<file path="src/rtl/fft64_out_pkg.sv">
// Shared constants, state encodings and the 6-bit bit-reversal helper
// for the 64-point FFT output reorder buffer.
package fft64_out_pkg;

  localparam int N          = 64;
  localparam int LOGN       = 6;
  localparam int NB_DEFAULT = 16;

  typedef enum logic {
    W_IDLE,
    W_FILL
  } wstate_t;

  typedef enum logic {
    R_IDLE,
    R_DRAIN
  } rstate_t;

  function automatic logic [LOGN-1:0] bitrev6(input logic [LOGN-1:0] x);
    logic [LOGN-1:0] r;
    for (int i = 0; i < LOGN; i++) begin
      r[i] = x[LOGN-1-i];
    end
    return r;
  endfunction

endpackage

</file>
<file path="src/rtl/fft64_dp_ram.sv">
// Two 64-word banks in one 128-deep simple dual-port RAM; the address MSB
// selects the bank. Both ports only act on enabled clocks.
module fft64_dp_ram
  import fft64_out_pkg::*;
#(
  parameter int WIDTH = 2 * (NB_DEFAULT + 2)
) (
  input  logic             clk,
  input  logic             ed,
  input  logic             we,
  input  logic [LOGN:0]    waddr,
  input  logic [WIDTH-1:0] wdata,
  input  logic             re,
  input  logic [LOGN:0]    raddr,
  output logic [WIDTH-1:0] rdata
);

  logic [WIDTH-1:0] mem [0:2*N-1];

  always_ff @(posedge clk) begin
    if (ed && we) begin
      mem[waddr] <= wdata;
    end
  end

  // Read data is left unreset; the top only consumes it behind a valid flag.
  always_ff @(posedge clk) begin
    if (ed && re) begin
      rdata <= mem[raddr];
    end
  end

endmodule

</file>
<file path="src/rtl/fft64_out_reorder.sv">
// Ping-pong reorder buffer: bit-reversed-order input frames are written at
// bit-reversed addresses and read back in natural order, one sample per ED.
module fft64_out_reorder
  import fft64_out_pkg::*;
#(
  parameter int nb = NB_DEFAULT
) (
  input  logic                 CLK,
  input  logic                 RSTn,
  input  logic                 ED,
  input  logic                 START,
  input  logic signed [nb+1:0] DR,
  input  logic signed [nb+1:0] DI,
  input  logic                 OVFI,
  output logic                 RDY,
  output logic signed [nb+1:0] DOR,
  output logic signed [nb+1:0] DOI,
  output logic [LOGN-1:0]      ADDR,
  output logic                 OVF
);

  localparam int SW = nb + 2;
  localparam int WW = 2 * SW;

  wstate_t         wstate;
  logic [LOGN-1:0] wcnt;
  logic            wbank;
  logic            wovf;

  rstate_t         rstate;
  logic [LOGN-1:0] rcnt;
  logic            rbank;
  logic            rovf;

  logic            rd_valid;
  logic [LOGN-1:0] rd_idx;
  logic            rd_ovf;

  logic            we;
  logic            re;
  logic [LOGN-1:0] wptr;
  logic [LOGN:0]   waddr;
  logic [LOGN:0]   raddr;
  logic [WW-1:0]   wdata;
  logic [WW-1:0]   rdata;
  logic            handoff;

  // START always writes sample 0, so an aborted frame restarts at address 0.
  always_comb begin
    wptr    = START ? '0 : wcnt;
    we      = START || (wstate == W_FILL);
    waddr   = {wbank, bitrev6(wptr)};
    wdata   = {DR, DI};
    re      = (rstate == R_DRAIN);
    raddr   = {rbank, rcnt};
    handoff = ED && !START && (wstate == W_FILL) && (wcnt == LOGN'(N - 1));
  end

  fft64_dp_ram #(
    .WIDTH(WW)
  ) u_ram (
    .clk  (CLK),
    .ed   (ED),
    .we   (we),
    .waddr(waddr),
    .wdata(wdata),
    .re   (re),
    .raddr(raddr),
    .rdata(rdata)
  );

  always_ff @(posedge CLK or negedge RSTn) begin
    if (!RSTn) begin
      wstate <= W_IDLE;
      wcnt   <= '0;
      wbank  <= 1'b0;
      wovf   <= 1'b0;
    end else if (ED) begin
      if (START) begin
        wstate <= W_FILL;
        wcnt   <= LOGN'(1);
        wovf   <= OVFI;
      end else if (wstate == W_FILL) begin
        wovf <= wovf | OVFI;
        wcnt <= wcnt + 1'b1;
        if (wcnt == LOGN'(N - 1)) begin
          wstate <= W_IDLE;
          wbank  <= ~wbank;
        end
      end
    end
  end

  // A handoff on the rcnt=63 read restarts the drain with no idle cycle.
  always_ff @(posedge CLK or negedge RSTn) begin
    if (!RSTn) begin
      rstate <= R_IDLE;
      rcnt   <= '0;
      rbank  <= 1'b0;
      rovf   <= 1'b0;
    end else if (ED) begin
      if (handoff) begin
        rstate <= R_DRAIN;
        rcnt   <= '0;
        rbank  <= wbank;
        rovf   <= wovf | OVFI;
      end else if (rstate == R_DRAIN) begin
        rcnt <= rcnt + 1'b1;
        if (rcnt == LOGN'(N - 1)) begin
          rstate <= R_IDLE;
        end
      end
    end
  end

  always_ff @(posedge CLK or negedge RSTn) begin
    if (!RSTn) begin
      rd_valid <= 1'b0;
      rd_idx   <= '0;
      rd_ovf   <= 1'b0;
    end else if (ED) begin
      rd_valid <= (rstate == R_DRAIN);
      rd_idx   <= rcnt;
      rd_ovf   <= rovf;
    end
  end

  // OVF only moves on the index-0 word so it stays constant across a frame.
  always_ff @(posedge CLK or negedge RSTn) begin
    if (!RSTn) begin
      RDY  <= 1'b0;
      DOR  <= '0;
      DOI  <= '0;
      ADDR <= '0;
      OVF  <= 1'b0;
    end else if (ED) begin
      RDY <= rd_valid && (rd_idx == '0);
      if (rd_valid) begin
        DOR  <= rdata[WW-1:SW];
        DOI  <= rdata[SW-1:0];
        ADDR <= rd_idx;
        if (rd_idx == '0) begin
          OVF <= rd_ovf;
        end
      end
    end
  end

endmodule

</file>
<file path="config.mk">
export PLATFORM = sky130hd
export DESIGN_NAME = fft64_out_reorder
export DESIGN_NICKNAME = d
export VERILOG_FILES = /design/src/rtl/fft64_out_pkg.sv /design/src/rtl/fft64_dp_ram.sv /design/src/rtl/fft64_out_reorder.sv
export SDC_FILE = /design/constraint.sdc
export NUM_CORES = 2
export LEC_CHECK = 0
export BUFFER_PORTS_ARGS = -buffer_cell sky130_fd_sc_hd__buf_4
export CORE_UTILIZATION = 45
export DETAILED_ROUTE_END_ITERATION = 10
export PLACE_DENSITY_LB_ADDON = 0.15
export SYNTH_ARGS = -nofsm -noshare
export SYNTH_HDL_FRONTEND = slang
export SYNTH_MEMORY_MAX_BITS = 65536
export SYNTH_SLANG_ARGS = --single-unit
</file>
<file path="constraint.sdc">
create_clock -name CLK -period 3.4 [get_ports CLK]
set_input_delay 0.51 -clock CLK [delete_from_list [all_inputs] [get_ports CLK]]
set_output_delay 0.51 -clock CLK [all_outputs]
set_load 0.01 [all_outputs]
</file>
==> results by group <==
Global routing
  • GRT overflow: 0
  • First-pass GRT wire length: about 750000 um
  • Vias in the first global route: ~92000
  • GRT Util Overall: ~27%
  • Largest net degree at the start of global routing: around 130
  • Initial antenna violation count: about 50

Synthesis
  • Avg Inst Size Synth: 21.5 um2
  • Unique masters post-synth: 62
  • Syn_nets: roughly 8500
  • Register area share after synthesis: a little under 80%
  • Async set-reset flop share out of synthesis: 1.48%
  • YS warnings: 0
  • Post-synth EDFFs: roughly 4600
  • Mapped Cells: between 8000 and 9000
  • Area of the mapped netlist: between 150000 and 200000 um2
  • Flops & latches, synth: between 4000 and 5000
  • Top FF cell, synth: edfxtp_1

Detailed routing
  • Drt first pass iters: 7
  • 1st-iter DRT viols: 12400
  • Routed length per instance: 36.5 um
  • DRT antenna net count: 1
  • Vias per cell: a little over 6
  • Drt drc: 0
  • Via count: slightly above 90000
  • Final wirelength: around 550000 um

Worst setup path
  • Kind of critical path: reg2reg
  • Critical path's slowest cell: a211oi_4
  • Critical Path End Type: flip-flop
  • Startpoint Class: flip-flop
  • Max FO, Critical Path: 19
  • Cell mode on critical path: buf_12
  • CP cell instances: buf_4, buf_12, buf_12, mux4_2, mux2i_1, a22oi_1, a211oi_4, a21oi_1
  • Critical path arrival: ~4.2 ns
  • Worst reg2reg setup slack: -0.04 ns
  • Worst path required time: roughly 4.1 ns
  • Critical Path Max Stage Delay: approximately 0.64 ns

Layout
  • Commonest non-fill, non-tap cell in the layout: edfxtp_1
  • Nets: 9488
  • Share of cells above drive strength 1: approximately 28%
  • Area grow syn2layout: 17.3%
  • Most frequent cells in the layout: edfxtp_1 (4644), mux2i_1 (975), mux4_2 (826), buf_4 (679), clkbuf_16 (482)
  • Design area: roughly 210000 um2

Timing
  • Least-Margin Pin Slew: about 1.4 ns
  • Worst setup margin: -0.0433 ns
  • Relative slew slack: 4.58%
  • Final setup viols: 4
  • RSZ-0062 raised after global routing: yes
  • Min Hold Slack: between 0.04 and 0.05 ns
  • Fin. Hold Viols: 0
  • Clock Skew: 0.101 ns
  • Fin crit share: 101%
  • Final sum of negative setup slack: -0.0805 ns
  • Pins Over Slew Limit: 0
  • FMAX: 290 MHz
  • Final min period: 3.44 ns

Clock tree
  • Root Driver: clkbuf_16
  • CTS buffer count: between 400 and 500
  • Clock sinks: around 4700
  • H-tree Lvls: 5
  • TritonCTS clock tree: built
  • Clk_lat worst skew: between 1 and 1.5 ns
  • Max Root-Sink Buffers: 4
  • Clock transition at path regs: approximately 0.07 ns

Pwr
  • P_leak: ~0.064 uW
  • VDD IR-drop max: roughly 0.00044 V
  • Final Power: roughly 120000 uW
  • Pwr Density: 549 nW/um2

Status
  • Violated checks: antenna violations, negative setup slack
  • Outcome: finished with violations

Run
  • Total of max-cap violations: 0

Floorplanning
  • Core area: 400000 um2
  • Starting Density: 45.3%
  • Die X-Extent: between 600 and 700 um
  • Die footprint: between 400000 and 500000 um2
  • IO Count: 85
  • Cell Rows: roughly 230
  • Die H: 637 um

Place
  • Placer Congestion: 0.859
  • Pre-CTS WS: -0.749 ns
  • Placed cell area: 197000 um2
  • IO Port Bufs: 84
  • DPL Wire Length: 331000 um

Hold path
  • Hold/Removal Path Class: in2reg
-- cells in the mapped netlist, types with 54 or more instances --
library cell,count,area share [%]
a31oi_1,92,0.32
a22oi_1,171,0.71
buf_4,134,0.55
clkbuf_1,125,0.26
edfxtp_1,4644,77
mux2i_1,979,5.4
a21oi_1,167,0.46
buf_6,59,0.37
buf_2,138,0.38
nor2_1,200,0.41
mux4_2,826,10
a211oi_1,76,0.31
dfrtp_1,70,0.97
o22ai_1,89,0.31
o21ai_0,132,0.36
nand2_1,182,0.38
mux2_2,54,0.34
-- sequential cells by signal, indices dropped and copies added, names as in the netlist, 6 cells and up --
signal	count
u_ram.mem	4608
ADDR	6
DOI	18
wcnt	6
u_ram.rdata	36
DOR	18
rcnt	6
rd_idx	6
-- cell type report --
| class | count | area [um2] |
|---|---|---|
| Fill cell | 30600 | 187000 |
| Inverter | 7 | 26.3 |
| Timing Repair Buffer | 1016 | 11700 |
| Antenna cell | 39 | 97.6 |
| Tap cell | 5265 | 6590 |
| Multi-Input combinational cell | 3234 | 38300 |
| Clock inverter | 265 | 2270 |
| Sequential cell | 4714 | 141000 |
| Clock buffer | 614 | 12600 |
-- report_power, final --
group          total (uW)  leakage [uW]  switching [uW]  internal (uW)
combinational        2130        0.0144            1670            458
sequential          64000        0.0426            77.5          64000
clock               50600       0.00731           22100          28600
total              117000        0.0644           23800          93000
-- metrics by stage --
| stage | instances | utilization [%] |
|---|---|---|
| floorplan | 8440 | - |
| global placement | 14200 | 49.2 |
| detailed placement | 14200 | 49.2 |
| CTS | 15100 | 53.1 |
| global route | 15100 | 53.2 |
| finish | 15200 | 53.2 |
-- final timing paths --
path,from,endpoint,cells after the start
min reg2reg,u_ram.rdata[7],DOI[7],1
max in group asynchronous,RSTn,DOI[12],3
max reg2reg,rcnt[1],u_ram.rdata[12],8
min in group asynchronous,RSTn,DOI[3],2
max,rcnt[1],u_ram.rdata[12],8
min,DI[0],u_ram.mem[85][0],2
-- worst max-delay path, delay by kind of cell (launching register included) --
family | cells | cell delay (ns)
DFF | 1 | 0.46
muxes | 2 | 1.03
AOI/OAI and AO/OA | 3 | 1.12
buffers and inverters | 3 | 0.49
-- per-layer routing --
layer	GRT usage, %	routed length [um]	vias to the layer above	share of wire (%)
li1	-	-	37500	-
met1	37.7	224000	50400	40
met2	42.6	262000	4395	47
met3	4.13	44500	783	8.0
met4	9.81	22700	22	4.1
met5	0	127	-	0.023
-- logic make-up after synthesis --
logic type | after synthesis | share of synthesized area, %
multiplexers | 1860 | 16.0
adder cells (fa/ha/maj) | 2 | 0.0138
AND/OR/NAND/NOR | 476 | 1.10
buffers and inverters | 492 | 1.78
XOR/XNOR | 7 | 0.0338
flip-flops | 4714 | 77.8
AO/OA/AOI/OAI | 889 | 3.23
-- what timing repair did --
action                                 in CTS  in global routing
gates cloned                                1                  4
pin swaps                                   9                 10
setup buffers                              18                 19
hold buffers                               19                  0
setup endpoints to repair                  15                  5
endpoints found under the hold margin     284                  0
resized for setup                          28                 16
No activity file was read; power rests on OpenSTA's default activity.
